--- src/rtl/adma_as_pkg.sv ---
// Shared FSM states and flattened-bus slice helper for the ADMA AXI-slave-side scheduler.
`ifndef ADMA_AS_PKG_SV
`define ADMA_AS_PKG_SV

// Part-select of element idx (width w) in a flattened per-channel bus.
`define ADMA_AS_SLICE(idx, w) ((idx) * (w)) +: (w)

package adma_as_pkg;

    typedef enum logic [1:0] {
        SCHED_IDLE = 2'd0,
        SCHED_SEND = 2'd1,
        SCHED_WAIT = 2'd2
    } sched_state_e;

endpackage

`endif

--- src/rtl/adma_as_rr_pick.sv ---
// Combinational cyclic first-one finder: first set bit of mask at or after start, with wrap.
module adma_as_rr_pick #(
    parameter int unsigned CHN_NUM = 4,
    parameter int unsigned IDX_W   = 2
) (
    input  logic [CHN_NUM-1:0] mask,
    input  logic [IDX_W-1:0]   start,
    output logic               found,
    output logic [IDX_W-1:0]   idx
);

    int unsigned cand;

    always_comb begin
        found = 1'b0;
        idx   = '0;
        cand  = 0;
        for (int unsigned k = 0; k < CHN_NUM; k++) begin
            cand = (32'(start) + k) % CHN_NUM;
            if (!found && mask[IDX_W'(cand)]) begin
                found = 1'b1;
                idx   = IDX_W'(cand);
            end
        end
    end

endmodule

--- src/rtl/adma_as_chn_sched.sv ---
// Channel scheduler: arbitrates DMA channels onto the single transaction request stage.
// ADMA_CHN_SCHED_WRR_EN selects weighted round-robin; otherwise plain round-robin.
module adma_as_chn_sched
    import adma_as_pkg::*;
#(
    parameter  int unsigned DMA_CHN_NUM   = 4,
    parameter  int unsigned DMA_CHN_ARB_W = 3,
    parameter  int unsigned DMA_LENGTH_W  = 16,
    parameter  int unsigned SRC_ADDR_W    = 32,
    parameter  int unsigned DST_ADDR_W    = 32,
    localparam int unsigned DMA_CHN_NUM_W = $clog2(DMA_CHN_NUM)
) (
    input  logic                                  clk,
    input  logic                                  rst_n,
    input  logic [DMA_CHN_NUM*SRC_ADDR_W-1:0]     chn_tx_src_addr,
    input  logic [DMA_CHN_NUM*DST_ADDR_W-1:0]     chn_tx_dst_addr,
    input  logic [DMA_CHN_NUM*DMA_LENGTH_W-1:0]   chn_tx_len,
    input  logic [DMA_CHN_NUM-1:0]                chn_tx_vld,
    output logic [DMA_CHN_NUM-1:0]                chn_tx_rdy,
    output logic [DMA_CHN_NUM-1:0]                chn_tx_done,
    input  logic [DMA_CHN_NUM*DMA_CHN_ARB_W-1:0]  chn_arb_rate,
    output logic [SRC_ADDR_W-1:0]                 tx_src_addr,
    output logic [DST_ADDR_W-1:0]                 tx_dst_addr,
    output logic [DMA_LENGTH_W-1:0]               tx_len,
    output logic                                  tx_vld,
    input  logic                                  tx_rdy,
    input  logic                                  tx_done,
    output logic                                  sched_busy,
    output logic [DMA_CHN_NUM_W-1:0]              sched_chn
);

    sched_state_e             state, state_nxt;
    logic [DMA_CHN_NUM_W-1:0] grant, grant_nxt;
    logic [DMA_CHN_NUM_W-1:0] ptr, ptr_nxt;
    logic [DMA_CHN_NUM_W-1:0] start;
    logic [DMA_CHN_NUM_W-1:0] pick_idx;
    logic                     pick_found;
    logic [DMA_CHN_NUM-1:0]   eligible;

    logic [SRC_ADDR_W-1:0]    src_arr  [DMA_CHN_NUM];
    logic [DST_ADDR_W-1:0]    dst_arr  [DMA_CHN_NUM];
    logic [DMA_LENGTH_W-1:0]  len_arr  [DMA_CHN_NUM];
    logic [DMA_CHN_ARB_W-1:0] rate_arr [DMA_CHN_NUM];

    // Unflatten per-channel buses; a zero weight masks the channel.
    for (genvar i = 0; i < DMA_CHN_NUM; i++) begin : g_chn
        assign src_arr[i]  = chn_tx_src_addr[`ADMA_AS_SLICE(i, SRC_ADDR_W)];
        assign dst_arr[i]  = chn_tx_dst_addr[`ADMA_AS_SLICE(i, DST_ADDR_W)];
        assign len_arr[i]  = chn_tx_len[`ADMA_AS_SLICE(i, DMA_LENGTH_W)];
        assign rate_arr[i] = chn_arb_rate[`ADMA_AS_SLICE(i, DMA_CHN_ARB_W)];
        assign eligible[i] = chn_tx_vld[i] && (rate_arr[i] != '0);
    end

    assign start = (ptr == DMA_CHN_NUM_W'(DMA_CHN_NUM - 1)) ? '0 : ptr + DMA_CHN_NUM_W'(1);

    adma_as_rr_pick #(
        .CHN_NUM (DMA_CHN_NUM),
        .IDX_W   (DMA_CHN_NUM_W)
    ) u_rr_pick (
        .mask  (eligible),
        .start (start),
        .found (pick_found),
        .idx   (pick_idx)
    );

`ifdef ADMA_CHN_SCHED_WRR_EN
    logic [DMA_CHN_ARB_W-1:0] credit, credit_nxt;
    logic                     regrant;

    assign regrant = (credit != '0) && eligible[ptr];
`endif

    assign tx_src_addr = src_arr[grant];
    assign tx_dst_addr = dst_arr[grant];
    assign tx_len      = len_arr[grant];
    assign sched_chn   = grant;

    always_ff @(posedge clk or negedge rst_n) begin
        if (!rst_n) begin
            state  <= SCHED_IDLE;
            grant  <= '0;
            ptr    <= DMA_CHN_NUM_W'(DMA_CHN_NUM - 1);
`ifdef ADMA_CHN_SCHED_WRR_EN
            credit <= '0;
`endif
        end else begin
            state  <= state_nxt;
            grant  <= grant_nxt;
            ptr    <= ptr_nxt;
`ifdef ADMA_CHN_SCHED_WRR_EN
            credit <= credit_nxt;
`endif
        end
    end

    always_comb begin
        state_nxt   = state;
        grant_nxt   = grant;
        ptr_nxt     = ptr;
`ifdef ADMA_CHN_SCHED_WRR_EN
        credit_nxt  = credit;
`endif
        tx_vld      = 1'b0;
        sched_busy  = 1'b0;
        chn_tx_rdy  = '0;
        chn_tx_done = '0;

        case (state)
            SCHED_IDLE: begin
`ifdef ADMA_CHN_SCHED_WRR_EN
                if (regrant) begin
                    grant_nxt  = ptr;
                    credit_nxt = credit - DMA_CHN_ARB_W'(1);
                    state_nxt  = SCHED_SEND;
                end else if (pick_found) begin
                    grant_nxt  = pick_idx;
                    ptr_nxt    = pick_idx;
                    // Picked channel is eligible, so its weight is at least 1.
                    credit_nxt = rate_arr[pick_idx] - DMA_CHN_ARB_W'(1);
                    state_nxt  = SCHED_SEND;
                end
`else
                if (pick_found) begin
                    grant_nxt = pick_idx;
                    ptr_nxt   = pick_idx;
                    state_nxt = SCHED_SEND;
                end
`endif
            end
            SCHED_SEND: begin
                tx_vld            = 1'b1;
                sched_busy        = 1'b1;
                chn_tx_rdy[grant] = tx_rdy;
                if (tx_rdy) begin
                    state_nxt = SCHED_WAIT;
                end
            end
            SCHED_WAIT: begin
                sched_busy = 1'b1;
                if (tx_done) begin
                    chn_tx_done[grant] = 1'b1;
                    state_nxt          = SCHED_IDLE;
                end
            end
            default: begin
                state_nxt = SCHED_IDLE;
            end
        endcase
    end

endmodule

--- config.mk ---
export PLATFORM = sky130hd
export DESIGN_NAME = adma_as_chn_sched
export DESIGN_NICKNAME = d
export VERILOG_FILES = /design/src/rtl/adma_as_pkg.sv /design/src/rtl/adma_as_rr_pick.sv /design/src/rtl/adma_as_chn_sched.sv
export SDC_FILE = /design/constraint.sdc
export NUM_CORES = 1
export LEC_CHECK = 0
export ABC_AREA = 1
export BUFFER_PORTS_ARGS = -buffer_cell sky130_fd_sc_hd__buf_2
export CAP_MARGIN = 15
export CORE_AREA = 2 2 165 167
export CTS_CLUSTER_DIAMETER = 120
export DETAILED_ROUTE_END_ITERATION = 7
export DIE_AREA = 0 0 167 169
export PLACE_DENSITY_LB_ADDON = 0.05
export SLEW_MARGIN = 5
export SYNTH_ARGS = -nofsm -noshare
export SYNTH_HDL_FRONTEND = slang
export SYNTH_SLANG_ARGS = --single-unit
--- constraint.sdc ---
create_clock -name clk -period 2.7 [get_ports clk]
set_clock_uncertainty 0.1 [all_clocks]
set_input_delay 0 -clock clk [delete_from_list [all_inputs] [get_ports clk]]
set_output_delay 0 -clock clk [all_outputs]
set_load 0.005 [all_outputs]
=== After elaboration in Yosys (flattened, before gate mapping) ===
Cells that the tools add are included.

* Add/sub/neg operators: 4
* Multiply operators: 0
* Div/mod/pow operators: 0
* Magnitude comparators: 7
* Eq/ne operators: 6
* Shift operators: 0
* Multiplexer cells: 37
* Bitwise gates (word level): 2
* Reductions and logical operators: 19

{| class="wikitable"
|+ Operator list
! cell !! count
|-
| 32-bit binary-select mux with 2-bit select || 2
|-
| 32-bit 2-to-1 mux || 4
|-
| 16-bit binary-select mux with 2-bit select || 1
|-
| 16-bit 2-to-1 mux || 2
|-
| 2-bit 2-to-1 mux || 8
|-
| 2-bit by 3-bit < comparator with 1-bit output, second input constant || 5
|-
| 4-bit 2-to-1 mux || 3
|-
| 3-bit nonzero test || 4
|-
| 1-bit 2-to-1 mux || 11
|-
| 1-bit binary-select mux with 2-bit select || 4
|-
| 1-bit logical AND || 8
|-
| 2-bit != test, second input constant || 3
|-
| 2-bit case mux with 3 select lines || 1
|-
| 2-bit by 1-bit adder with 2-bit output, second input constant || 2
|-
| 2-bit adder, second input constant || 2
|-
| 4-bit AND || 1
|-
| 2-bit == test, second input constant || 2
|-
| 3-bit >= comparator, second input constant || 1
|-
| 1-bit logical NOT || 3
|-
| 2-bit inverter with 3-bit output || 1
|-
| 3-bit AND reduction || 1
|-
| 1-bit demux with 2-bit select || 1
|-
| 2-bit by 1-bit == test with 1-bit output, second input constant || 1
|-
| 2-bit by 1-bit >= comparator with 1-bit output, second input constant || 1
|-
| 3 further kinds || 3
|}

* Register bits: 6
* Latch bits: 0
* RAM bits: 0
* Memory bits (read-only): 0
* Bits of input ports: 340
* Output and inout bits: 92
* Word-level logic and storage cells: 78
* Memories kept: 0

=== Logic depth before layout (Yosys ltp) ===
* Depth after elaboration: 16
* Mapped depth: 13
* Depth with buffers taken out: 13

=== Modules after synthesis ===
A second synthesis with hierarchy kept.

* Cell total of the unflattened synthesis: 577
* Area total of the unflattened synthesis: 3034.2 µm²

{| class="wikitable"
|+ By module, submodules not included
! module !! times used !! cells an instance !! area an instance (µm²) !! sequential area each (µm²)
|-
| adma_as_chn_sched || 1 || 518 || 2715.1 || 152.6
|-
| adma_as_rr_pick || 1 || 59 || 319.1 || 0.0
|}

=== Least setup slack after synthesis ===
No wires, ideal clock.

* Kind: reg2reg
* Start: register ptr[0]
* End: register grant[0], in the netlist sched_chn[0]
* Library setup time: 119 ps
* Data arrival time: 1728 ps
* Data required time: 2481 ps
* Slack: 753 ps
* Stages on the path, launching flop included: 13
* Path buffers: 1
* Clock period less this slack: 1947 ps
* Cell sequence: dfstp_2 > ha_1 > buf_2 > inv_2 > nand2_1 > nand2_4 > nand3_4 > nand2_4 > nand3_2 > nor2_1 > nor2_1 > nand3_1 > nand2_1

* Cells in the longest elaborated chain, start to end: 15
* Elaborated cells between the ends (all ways): 29
* Those cells by class: add/sub: 4; eq/ne: 1; mux: 17; reduce/logical: 7

{| class="wikitable"
|+ RTL lines
! item !! line !! source
|-
| start, declared || adma_as_chn_sched.sv:34 || <nowiki>logic [DMA_CHN_NUM_W-1:0] ptr, ptr_nxt;</nowiki>
|-
| start signal, assigned || adma_as_chn_sched.sv:82 || <nowiki>ptr <= DMA_CHN_NUM_W'(DMA_CHN_NUM - 1);</nowiki>
|-
| start signal, assigned || adma_as_chn_sched.sv:89 || <nowiki>ptr <= ptr_nxt;</nowiki>
|-
| 2-bit by 1-bit adder with 2-bit output / 2-bit == test (equally long branches) || adma_as_chn_sched.sv:54 || <nowiki>assign start = (ptr == DMA_CHN_NUM_W'(DMA_CHN_NUM - 1)) ? '0 : ptr + DMA_CHN_NUM_W'(1);</nowiki>
|-
| 2-bit 2-to-1 mux * || adma_as_chn_sched.sv:54 ||
|-
| branches (longest 13 deep; another with 2-bit by 1-bit adder with 2-bit output) || -- ||
|-
| end signal, assigned || adma_as_chn_sched.sv:88 || <nowiki>grant <= grant_nxt;</nowiki>
|-
| end, declared || adma_as_chn_sched.sv:33 || <nowiki>logic [DMA_CHN_NUM_W-1:0] grant, grant_nxt;</nowiki>
|}

Mark *: on every way between the ends. The select of a mux whose other input is x is not followed.
A chain may end at the register's enable or synchronous reset.

=== Worst setup path in the final report ===
* Start: register grant[0], in the netlist sched_chn[0]
* End: output port tx_src_addr[6]

* Cells in the longest elaborated chain, start to end: 4

{| class="wikitable"
|+ RTL lines
! item !! line !! source
|-
| 2-bit inverter with 3-bit output (not written as such) || adma_as_chn_sched.sv:73 || <nowiki>assign tx_src_addr = src_arr[grant];</nowiki>
|-
| 32-bit binary-select mux with 2-bit select || adma_as_chn_sched.sv:73 ||
|-
| 32-bit 2-to-1 mux (not written as such) (2 in a row) || adma_as_chn_sched.sv:73 ||
|-
| end, declared || adma_as_chn_sched.sv:22 || <nowiki>output logic [SRC_ADDR_W-1:0] tx_src_addr,</nowiki>
|}

Every way passes these cells. The select of a mux whose other input is x is not followed.

==> flow_summary.json <==
{
  "grt_max_degree": 69,
  "rsz0062_at_grt": "no",
  "start_util_pct": 9.91,
  "critPathMaxFanout": 33,
  "fin_crit_sh_pct": 78.1,
  "r2r-end": "sched_chn[0]$_DFFE_PN0P_",
  "ir_drop_mv": 0.241,
  "hold_path.class": "in2async",
  "grt_usage_pct": 14.6,
  "p_per_area_nw_per_um2": 973,
  "grt_antenna_before_repair": 10,
  "yosysTopAreaCell": "nand3_1",
  "wl_mm": 22.6,
  "drt_iter0_markers": 240,
  "clk_path_buf_depth": 2,
  "clockRootBuffer": "clkbuf_16",
  "grt_pass1_wl_mm": 31.9,
  "route.detailed.drc": 0,
  "hpwl_mm": 18.5,
  "chipHeight_um": 169,
  "pwr-share-seq_pct": 5.7,
  "synthDistinctLibCells": 19,
  "netSwitchingFraction_pct": 58.7,
  "netlist_top_cells_count": "176 x nand3_1, 120 x nand2_1, 79 x a22oi_1, 39 x clkbuf_1, 17 x nor2_1",
  "fp.dieW_um": 167,
  "synth_edf_count": 0,
  "numCtsBuffers": 3,
  "synth_area_leaders": "nand3_1 34%, a22oi_1 23%, nand2_1 17%",
  "synth_area_um2": 2630,
  "p_int_mw": 2.13,
  "dieArea_um2": 28200,
  "cp-start-kind": "register",
  "seqCellArea_um2": 160,
  "synth-main-ff-cell": "dfrtp_1",
  "grt_pass1_vias": 5019,
  "synth.avg_cell_area_um2": 5.41,
  "cts_resized": 0,
  "ant_nets": 0,
  "rows": 60,
  "synth_top_family_by_area": "simple AND/OR/NAND/NOR gates",
  "synth.net_count": 829,
  "drtPass1Iterations": 4,
  "worst_pin_slew_ns": 0.629,
  "seq_area_frac_synth_pct": 5.82,
  "p_sw_mw": 3.02,
  "setup_violations": 0,
  "boundaryPins": 432,
  "synth-async-reset-ratio_pct": 100,
  "finalHoldViolations": 0,
  "insertion_delay_ns": 0.23,
  "htree_levels": 1,
  "synthAdderAreaFrac_pct": 1.91,
  "reg2reg_depth": 11,
  "tns_ns": 0,
  "status": "finished clean",
  "syn_to_final_growth_pct": 102,
  "endpoint_kind": "primary output",
  "crit_arrival_ns": 2.01,
  "synth_simple_gate_area_share_pct": 59.9,
  "power_frac_comb_pct": 89.4,
  "reg2reg_slack_ns": 0.62,
  "layout-drive-gt1-share_pct": 53.5,
  "fin_crit_ns": 2.11,
  "slew_viol_final": 0,
  "cts_setup_buffers": 0,
  "multi_input_area_um2": 2260,
  "yosysTopAreaCellShare_pct": 33.6,
  "regToRegStartpoint": "ptr[0]$_DFFE_PN1P_",
  "clkPwrFrac_pct": 4.8,
  "wl_per_cell_um": 18.3,
  "via_per_inst": 4.18,
  "max_freq_mhz": 474,
  "cap_violations": 0,
  "synth-compound-area-share_pct": 23.5,
  "cts_tree": "yes",
  "vias": 5181,
  "clock-sinks": 6,
  "crit_type": "reg2out",
  "grt-ovfl-total": 0,
  "synth.area.mux_share_pct": 0,
  "whs_ns": 0.0395,
  "fill_cells": 3131,
  "portBuffers": 431,
  "yosys_register_bits": 6,
  "ys.warnings.count": 0,
  "yosysMostFrequentCell": "nand3_1",
  "p_leak_nw": 2.87,
  "cts.clk_slew.worst_paths_ns": 0.04,
  "synthXorXnorAreaFrac_pct": 0,
  "required_ns": 2.60,
  "netlist_instances": 485,
  "gp_congestion": 0.809,
  "relSlewSlack_pct": 58.1,
  "final_nets": 1237,
  "coreArea_um2": 26500
}
## how the worst max path moves through the flow
stage	startpoint	endpoint	slack, ns	cells after the start
3_3_place_gp	ptr[0]$_DFFE_PN1P_	sched_chn[0]$_DFFE_PN0P_	0.61	11
3_5_place_dp	ptr[0]$_DFFE_PN1P_	sched_chn[0]$_DFFE_PN0P_	0.60	11
4_1_cts	sched_chn[0]$_DFFE_PN0P_	tx_src_addr[6]	0.51	6
2_1_floorplan	ptr[0]$_DFFE_PN1P_	sched_chn[0]$_DFFE_PN0P_	0.75	12
5_1_grt	sched_chn[0]$_DFFE_PN0P_	tx_src_addr[6]	0.39	6
6_report	sched_chn[0]$_DFFE_PN0P_	tx_src_addr[6]	0.59	6
## per-stage QoR
| step | total power, mW | cells | cell area, um^2 | setup WS, ns | util, % |
|---|---|---|---|---|---|
| finish | 5.15 | 1240 | 5300 | 0.591 | 20.0 |
| global placement | 5.11 | 1228 | 5190 | 0.609 | 19.6 |
| floorplan | 2.83 | 485 | 2630 | 0.753 | - |
| detailed placement | 5.02 | 1228 | 5190 | 0.602 | 19.6 |
| CTS | 5.29 | 1233 | 5280 | 0.514 | 19.9 |
| global route | 5.75 | 1238 | 5290 | 0.386 | 20.0 |
## state kept, by name, indices dropped and copies added (netlist names)
signal / cells
ptr: 2
sched_chn: 2
state: 2
## metal layers
layer | wire length [um] | track usage [%] | vias up
met5 | 57 | 0 | -
met4 | 259 | 2.77 | 10
met3 | 1840 | 3.76 | 22
met2 | 11800 | 27.3 | 254
met1 | 8720 | 16.8 | 2320
li1 | - | - | 2575
## area by class of cell
cell class | instances | share of cell area, %
clock buffers | 4 | 1.49
inverters | 18 | 1.28
diodes | 7 | 0.331
well taps | 341 | 8.06
multi-input cells | 418 | 42.7
repair buffers | 446 | 43.1
flip-flops and latches | 6 | 3.02
## layout by cell type, fill, tap and decap left out, drive strengths merged, types with 2 or more instances in the layout
cell / synthesis / routed
dfrtp: 4 / 4
diode: 0 / 7
clkbuf: 39 / 4
dfstp: 2 / 2
nand2: 127 / 127
buf: 4 / 445
ha: 4 / 4
nand3: 184 / 184
a22oi: 79 / 79
nand4: 2 / 2
o21ai: 2 / 2
inv: 18 / 18
nor2: 19 / 19
## logic make-up (layout without fill, tap and decap cells)
logic type | Yosys count | after routing
AOI/OAI and AO/OA | 82 | 82
buffers and inverters | 61 | 468
other | 0 | 7
adders and majority gates | 4 | 4
and+or+nand+nor | 332 | 332
DFF | 6 | 6
## power by group through the flow
stage                     Clock (mW)  Combinational (mW)  Sequential (mW)
after floorplan                    0                2.64            0.185
after global placement             0                4.80            0.315
after detailed placement           0                4.71            0.312
after CTS                      0.255                4.73            0.309
after global routing           0.265                5.16            0.320
final                          0.248                4.61            0.296
## critical path, cell delays in order (launching register included)
cell,delay (ns)
dfrtp_4,0.68
inv_1,0.13
nor2_4,0.12
buf_4,0.37
a22oi_1,0.12
nand3_1,0.15
buf_2,0.17
## repair_timing
| item | in CTS | in global routing |
|---|---|---|
| endpoints found under the setup margin | 0 | 0 |
| hold endpoints to repair | 6 | 0 |
| hold buffers | 1 | 0 |
Power figures use the tool's default switching activity.
